$ cat config.mk
export PLATFORM = sky130hd
export DESIGN_NAME = ddr_write_splitter
export DESIGN_NICKNAME = d
export VERILOG_FILES = /design/src/rtl/ddr_write_splitter.sv
export SDC_FILE = /design/constraint.sdc
export NUM_CORES = 1
export LEC_CHECK = 0
export CAP_MARGIN = 20
export CORE_MARGIN = 8
export CORE_UTILIZATION = 40
export CTS_CLUSTER_DIAMETER = 50
export CTS_CLUSTER_SIZE = 24
export DETAILED_ROUTE_END_ITERATION = 12
export HOLD_SLACK_MARGIN = 0.12
export PLACE_DENSITY = 0.69
export SLEW_MARGIN = 20
export SYNTH_ARGS = -nofsm -noshare
export SYNTH_HDL_FRONTEND = slang
export SYNTH_SLANG_ARGS = --single-unit
$ cat constraint.sdc
create_clock -name clk -period 3.1 [get_ports clk]
set_input_delay 0.31 -clock clk [delete_from_list [all_inputs] [get_ports clk]]
set_output_delay 0.31 -clock clk [all_outputs]
set_load 0.005 [all_outputs]
$ cat src/rtl/ddr_write_splitter.sv
// ddr_write_splitter: splits one DDR write job into CHUNK_BYTES-aligned chunk
// requests, forwards the job data stream with a per-chunk last flag, tracks
// outstanding chunk responses and reports one completion (with sticky error)
// per job.
module ddr_write_splitter #(
  parameter int DATA_WIDTH      = 64,
  parameter int ADDR_WIDTH      = 32,
  parameter int SIZE_WIDTH      = 16,
  parameter int LEN_WIDTH       = 32,
  parameter int CHUNK_BYTES     = 4096,
  parameter int MAX_OUTSTANDING = 4
) (
  input  logic                  clk,
  input  logic                  rstn,
  input  logic                  job_valid,
  output logic                  job_ready,
  input  logic [ADDR_WIDTH-1:0] job_addr,
  input  logic [LEN_WIDTH-1:0]  job_len,
  input  logic                  in_valid,
  output logic                  in_ready,
  input  logic [DATA_WIDTH-1:0] in_data,
  output logic                  done_valid,
  output logic                  done_err,
  output logic                  ddr_wreq_valid,
  input  logic                  ddr_wreq_ready,
  output logic [ADDR_WIDTH-1:0] ddr_wreq_addr,
  output logic [SIZE_WIDTH-1:0] ddr_wreq_size,
  output logic                  ddr_wdata_valid,
  input  logic                  ddr_wdata_ready,
  output logic                  ddr_wdata_last,
  output logic [DATA_WIDTH-1:0] ddr_wdata,
  input  logic                  ddr_wresp_valid,
  input  logic [1:0]            ddr_wresp
);

  localparam int BPB    = DATA_WIDTH / 8;
  localparam int BPB_LG = $clog2(BPB);
  localparam int OUT_W  = $clog2(MAX_OUTSTANDING + 1);

  localparam logic [ADDR_WIDTH-1:0] ADDR_MASK = ~(ADDR_WIDTH'(BPB - 1));
  localparam logic [LEN_WIDTH-1:0]  LEN_MASK  = ~(LEN_WIDTH'(BPB - 1));
  localparam logic [OUT_W-1:0]      OUT_MAX   = OUT_W'(MAX_OUTSTANDING);

  typedef enum logic [2:0] {
    S_IDLE  = 3'd0,
    S_REQ   = 3'd1,
    S_DATA  = 3'd2,
    S_DRAIN = 3'd3,
    S_DONE  = 3'd4
  } state_t;

  // Bytes of the next chunk: the remaining length, clipped at the next chunk boundary.
  function automatic logic [SIZE_WIDTH-1:0] chunk_size(input logic [ADDR_WIDTH-1:0] addr,
                                                       input logic [LEN_WIDTH-1:0]  rem);
    logic [LEN_WIDTH-1:0] room;
    room = LEN_WIDTH'(CHUNK_BYTES) - LEN_WIDTH'(addr & ADDR_WIDTH'(CHUNK_BYTES - 1));
    chunk_size = (rem < room) ? SIZE_WIDTH'(rem) : SIZE_WIDTH'(room);
  endfunction

  state_t                state_q, state_d;
  logic [ADDR_WIDTH-1:0] cur_addr_q, cur_addr_d;
  logic [LEN_WIDTH-1:0]  remain_q, remain_d;
  logic                  err_q, err_d;
  logic [OUT_W-1:0]      outstanding_q, outstanding_d;
  logic [SIZE_WIDTH-1:0] beat_cnt_q, beat_cnt_d;
  logic                  wreq_valid_q, wreq_valid_d;
  logic [ADDR_WIDTH-1:0] wreq_addr_q, wreq_addr_d;
  logic [SIZE_WIDTH-1:0] wreq_size_q, wreq_size_d;
  logic                  done_valid_q, done_err_q;

  logic                  req_hs_s;
  logic                  resp_take_s;
  logic [SIZE_WIDTH-1:0] beats_m1_s;
  logic [LEN_WIDTH-1:0]  remain_left_s;
  logic [ADDR_WIDTH-1:0] job_addr_s;
  logic [LEN_WIDTH-1:0]  job_len_s;

  assign ddr_wreq_valid = wreq_valid_q;
  assign ddr_wreq_addr  = wreq_addr_q;
  assign ddr_wreq_size  = wreq_size_q;
  assign done_valid     = done_valid_q;
  assign done_err       = done_err_q;
  assign ddr_wdata      = in_data;

  // Next-state, counters, request register inputs and the data pass-through handshake.
  always_comb begin
    state_d       = state_q;
    cur_addr_d    = cur_addr_q;
    remain_d      = remain_q;
    err_d         = err_q;
    beat_cnt_d    = beat_cnt_q;
    wreq_valid_d  = wreq_valid_q;
    wreq_addr_d   = wreq_addr_q;
    wreq_size_d   = wreq_size_q;
    job_ready     = 1'b0;
    in_ready      = 1'b0;
    ddr_wdata_valid = 1'b0;
    ddr_wdata_last  = 1'b0;

    job_addr_s    = job_addr & ADDR_MASK;
    job_len_s     = job_len & LEN_MASK;
    req_hs_s      = wreq_valid_q & ddr_wreq_ready;
    // A response with nothing outstanding is a stray (e.g. after reset) and is dropped.
    resp_take_s   = ddr_wresp_valid & (outstanding_q != {OUT_W{1'b0}});
    outstanding_d = outstanding_q + OUT_W'(req_hs_s) - OUT_W'(resp_take_s);
    beats_m1_s    = (wreq_size_q >> BPB_LG) - SIZE_WIDTH'(1);
    remain_left_s = remain_q - LEN_WIDTH'(wreq_size_q);

    if (resp_take_s && (ddr_wresp != 2'd0)) begin
      err_d = 1'b1;
    end else begin
      err_d = err_q;
    end

    case (state_q)
      S_IDLE: begin
        job_ready = 1'b1;
        if (job_valid) begin
          cur_addr_d = job_addr_s;
          remain_d   = job_len_s;
          err_d      = 1'b0;
          if (job_len_s == {LEN_WIDTH{1'b0}}) begin
            state_d = S_DONE;
          end else begin
            // First request goes out the cycle right after the job is accepted.
            state_d      = S_REQ;
            wreq_valid_d = 1'b1;
            wreq_addr_d  = job_addr_s;
            wreq_size_d  = chunk_size(job_addr_s, job_len_s);
          end
        end else begin
          state_d = S_IDLE;
        end
      end
      S_REQ: begin
        if (wreq_valid_q) begin
          if (ddr_wreq_ready) begin
            wreq_valid_d = 1'b0;
            beat_cnt_d   = {SIZE_WIDTH{1'b0}};
            state_d      = S_DATA;
          end else begin
            wreq_valid_d = 1'b1;
          end
        end else if (outstanding_q < OUT_MAX) begin
          wreq_valid_d = 1'b1;
          wreq_addr_d  = cur_addr_q;
          wreq_size_d  = chunk_size(cur_addr_q, remain_q);
        end else begin
          wreq_valid_d = 1'b0;
        end
      end
      S_DATA: begin
        ddr_wdata_valid = in_valid;
        in_ready        = ddr_wdata_ready;
        ddr_wdata_last  = (beat_cnt_q == beats_m1_s);
        if (in_valid && ddr_wdata_ready) begin
          if (beat_cnt_q == beats_m1_s) begin
            cur_addr_d = cur_addr_q + ADDR_WIDTH'(wreq_size_q);
            remain_d   = remain_left_s;
            state_d    = (remain_left_s == {LEN_WIDTH{1'b0}}) ? S_DRAIN : S_REQ;
          end else begin
            beat_cnt_d = beat_cnt_q + SIZE_WIDTH'(1);
          end
        end else begin
          beat_cnt_d = beat_cnt_q;
        end
      end
      S_DRAIN: begin
        // Leave as soon as the final response has been counted.
        if (outstanding_d == {OUT_W{1'b0}}) begin
          state_d = S_DONE;
        end else begin
          state_d = S_DRAIN;
        end
      end
      S_DONE: begin
        state_d = S_IDLE;
      end
      default: begin
        state_d = S_IDLE;
      end
    endcase
  end

  // State, counters and registered outputs; completion is flagged the cycle after DONE.
  always_ff @(posedge clk or negedge rstn) begin
    if (!rstn) begin
      state_q       <= S_IDLE;
      cur_addr_q    <= {ADDR_WIDTH{1'b0}};
      remain_q      <= {LEN_WIDTH{1'b0}};
      err_q         <= 1'b0;
      outstanding_q <= {OUT_W{1'b0}};
      beat_cnt_q    <= {SIZE_WIDTH{1'b0}};
      wreq_valid_q  <= 1'b0;
      wreq_addr_q   <= {ADDR_WIDTH{1'b0}};
      wreq_size_q   <= {SIZE_WIDTH{1'b0}};
      done_valid_q  <= 1'b0;
      done_err_q    <= 1'b0;
    end else begin
      state_q       <= state_d;
      cur_addr_q    <= cur_addr_d;
      remain_q      <= remain_d;
      err_q         <= err_d;
      outstanding_q <= outstanding_d;
      beat_cnt_q    <= beat_cnt_d;
      wreq_valid_q  <= wreq_valid_d;
      wreq_addr_q   <= wreq_addr_d;
      wreq_size_q   <= wreq_size_d;
      done_valid_q  <= (state_q == S_DONE);
      done_err_q    <= (state_q == S_DONE) & err_q;
    end
  end

endmodule

==> metrics.cfg <==
[cts]
clk_path_buf_depth = 2
htreeDepth = 4
cts_buffers = 17
cts_tree = built
cts-root-buf = clkbuf_16
insertion_delay_ns = 0.43
clkTransAtPathRegs_ns = 0.07
clkSinkCount = 138

[setup_path]
worst_path_max_delay_cell = or4_4
cp_common_cell = nor4_4
path_buf_inv = 1
crit_path_start_kind = register
critPathKind = reg2reg
cp.arrival_ns = 3.70
worstPathCellList = nor4_4, nand2_1, or2_4, or4_4, or3_4, ha_4, nor4_4, and4b_1, a21boi_4, buf_12, mux2_2, o221ai_2
end_kind = register
slowest_delay_ns = 0.43
critPathRequiredTime_ns = 3.43
path_delay_family = simple AND/OR/NAND/NOR gates
crit_fanout = 11

[logic_synthesis]
synth_warnings = 0
synth_ff_type = dfrtp_1
synth_seq_area_share = 0.310
yosysUniqueCellTypes = 86
synth_compound_gate_area_share = 0.227
yosys-top-cells-area = dfrtp_1, ha_1, nand2_1
netlist_instances = 1326
synth.avg_cell_area_um2 = 8.40
yosys.area.top_type = dfrtp_1
synth_top_area_share = 0.310
synth_top_family_by_area = compound AO/OA/AOI/OAI gates
syn_area_mm2 = 0.0111
synth-xor-area-share = 0.0480
synth_fp_nets = 1525
synth_fa_ha_area_frac = 0.0717
synth_edf_count = 0
synthMuxAreaShare = 0.0452
ys_seq_elements = 138
async_flop_share = 1.00
yosys.area_share.simple = 0.205

[pwr]
ir_worst_vdd_uv = 337
p_per_area_mw_per_mm2 = 299
cellLeakagePower_nw = 6.60
power_mw = 4.45

[floorplan]
start_util = 0.403
dieArea_mm2 = 0.0334
design.core.area_mm2 = 0.0276
boundaryPins = 256
die_y_um = 183
die_w_um = 183
rows = 61

[global_routing]
grt_max_degree = 61
overflow = 0
grt_pass1_vias = 11500
grt_util_all_layers = 0.234
grt.busiest_layer = met2
grt_antenna_before_repair = 1
grt_pass1_wl_um = 62600
met1_usage = 0.301
grt_use_met2 = 0.381
use_met3 = 0.0461

[layout]
design_area_mm2 = 0.0149
area_delta_synth_final_pct = 33.6
drive_gt1_frac = 0.239
fin_nets = 1758

[timing]
period_needed_ns = 3.38
worst_pin_slew_ns = 0.850
rsz0062_at_grt = yes
fmax_mhz = 296
fin_worst_skew_ns = 0.0118
relSlewSlack = 0.432
setup-violations-final = 13
slew_viol_final = 0
layout_setup_ws_ns = -0.279
fin_crit_sh = 1.09
hold_viol_final = 0

[placement]
postPlaceCellArea_mm2 = 0.0138
gp_congestion = 1.00
post-place-ws_ns = -0.426
port_buffers = 121
hpwl_um = 30200

[detailed_routing]
num_vias = 11600
route.detailed.drc = 0
routedWlPerCell_um = 20.5
drt_iter0_drc = 1145
firstDrtPassIters = 7
ant_nets = 0
totalWireLength_um = 40000
vias_per_cell = 5.92

[job]
cap_violations = 0

[worst_hold_path]
hp-class = in2async

[run_status]
status = finished with violations
violations = negative setup slack

-- cell usage in the layout, fill, tap and decap left out, types with 13 or more instances in the layout --
master | netlist | final
buf_4 | 66 | 215
xnor2_1 | 30 | 28
a31oi_1 | 31 | 29
inv_1 | 69 | 68
dfrtp_1 | 138 | 134
clkbuf_16 | 0 | 17
mux2_2 | 33 | 31
nand2_1 | 138 | 135
a221o_1 | 29 | 28
a21oi_1 | 73 | 67
and3_1 | 15 | 15
nor4_1 | 20 | 18
ha_1 | 59 | 55
o21ai_0 | 66 | 62
clkdlybuf4s50_1 | 0 | 119
or3_1 | 14 | 13
nor2_1 | 103 | 102
nand3_1 | 41 | 41
nor3_1 | 36 | 35
xor2_1 | 31 | 29
-- where the power goes --
group          switching [mW]  internal, mW
clock                   0.864          1.36
combinational           0.188         0.178
sequential             0.0379          1.83
-- metal layers --
layer  up-vias  wire [µm]
met5         -          0
met4         0       1380
met3       106       3020
met2       517      18800
met1      5649      16800
li1       5285          -
-- sequential cells by signal, indices dropped and copies added (netlist names) --
name,count
cur_addr_q,32
ddr_wreq_addr,32
remain_q,32
beat_cnt_q,16
ddr_wreq_size,16
outstanding_q,3
state_q,3
ddr_wreq_valid,1
done_err,1
done_valid,1
err_q,1
-- worst reg2reg max path: stages, from the launching register on --
cell and delay, ns:
dfrtp_1 0.41, nor4_4 0.30, nand2_1 0.11, or2_4 0.25
or4_4 0.43, or3_4 0.36, ha_4 0.17, nor4_4 0.10
and4b_1 0.24, a21boi_4 0.20, buf_12 0.16, mux2_2 0.36
o221ai_2 0.17
-- per-stage QoR --
stage	util	std cells	hold slack, ns	TNS [ns]
2_1_floorplan	-	1326	0.0144	-2.29
3_3_place_gp	0.499	1904	0.282	-3.58
3_5_place_dp	0.499	1904	0.284	-4.79
4_1_cts	0.529	1944	0.399	-2.64
5_1_grt	0.539	1951	0.423	-4.61
6_report	0.539	1951	0.385	-2.88
-- Yosys cell counts (13+ instances only) --
master	count
nor2_1	103
ha_1	59
nor3_1	36
buf_4	66
dfrtp_1	138
clkbuf_1	52
xnor2_1	30
mux2_2	33
and3_1	15
nor4_1	20
xor2_1	31
o22ai_1	13
inv_1	69
nand2_1	138
a21oi_1	73
or3_1	14
a31oi_1	31
a221o_1	29
o21ai_0	66
nand3_1	41
-- path summary, 6_finish.rpt --
check / slack, ns / depth (start not counted) / to / startpoint
worst max-delay path: -0.28 / 12 / ddr_wreq_size[7]$_DFFE_PN0P_ / cur_addr_q[5]$_DFFE_PN0P_
worst min-delay path: 0.39 / 2 / ddr_wreq_addr[7]$_DFFE_PN0P_ / rstn
worst max register to register: -0.28 / 12 / ddr_wreq_size[7]$_DFFE_PN0P_ / cur_addr_q[5]$_DFFE_PN0P_
worst min register to register: 0.49 / 2 / ddr_wreq_addr[1]$_DFFE_PN0P_ / ddr_wreq_addr[1]$_DFFE_PN0P_
max in group asynchronous: 1.88 / 3 / cur_addr_q[14]$_DFFE_PN0P_ / rstn
min in group clk: 0.49 / 2 / ddr_wreq_addr[1]$_DFFE_PN0P_ / ddr_wreq_addr[1]$_DFFE_PN0P_
-- cell type report --
| type | count | area, µm² |
|---|---|---|
| inverters | 69 | 259 |
| repair buffers | 347 | 3010 |
| clock inverters | 13 | 190 |
| fillers | 2526 | 12700 |
| diodes | 1 | 2.50 |
| multi-input cells | 986 | 7050 |
| well taps | 378 | 473 |
| clock buffers | 19 | 433 |
| flip-flops and latches | 138 | 3460 |
-- repair_timing --
item / 4_1_cts / 5_1_grt
hold buffers: 1 / 0
endpoints found under the hold margin: 45 / 0
pin swaps: 8 / 22
buffers inserted: 7 / 7
gates resized for setup: 27 / 53
setup endpoints to repair: 24 / 71
-- cell families after synthesis --
logic type,Yosys count
adder cells (fa/ha/maj),62
AND/OR/NAND/NOR,453
buffers and inverters,202
multiplexers,46
XOR/XNOR,61
AO/OA/AOI/OAI,364
flip-flops,138
No activity file was read; power rests on OpenSTA's default activity.
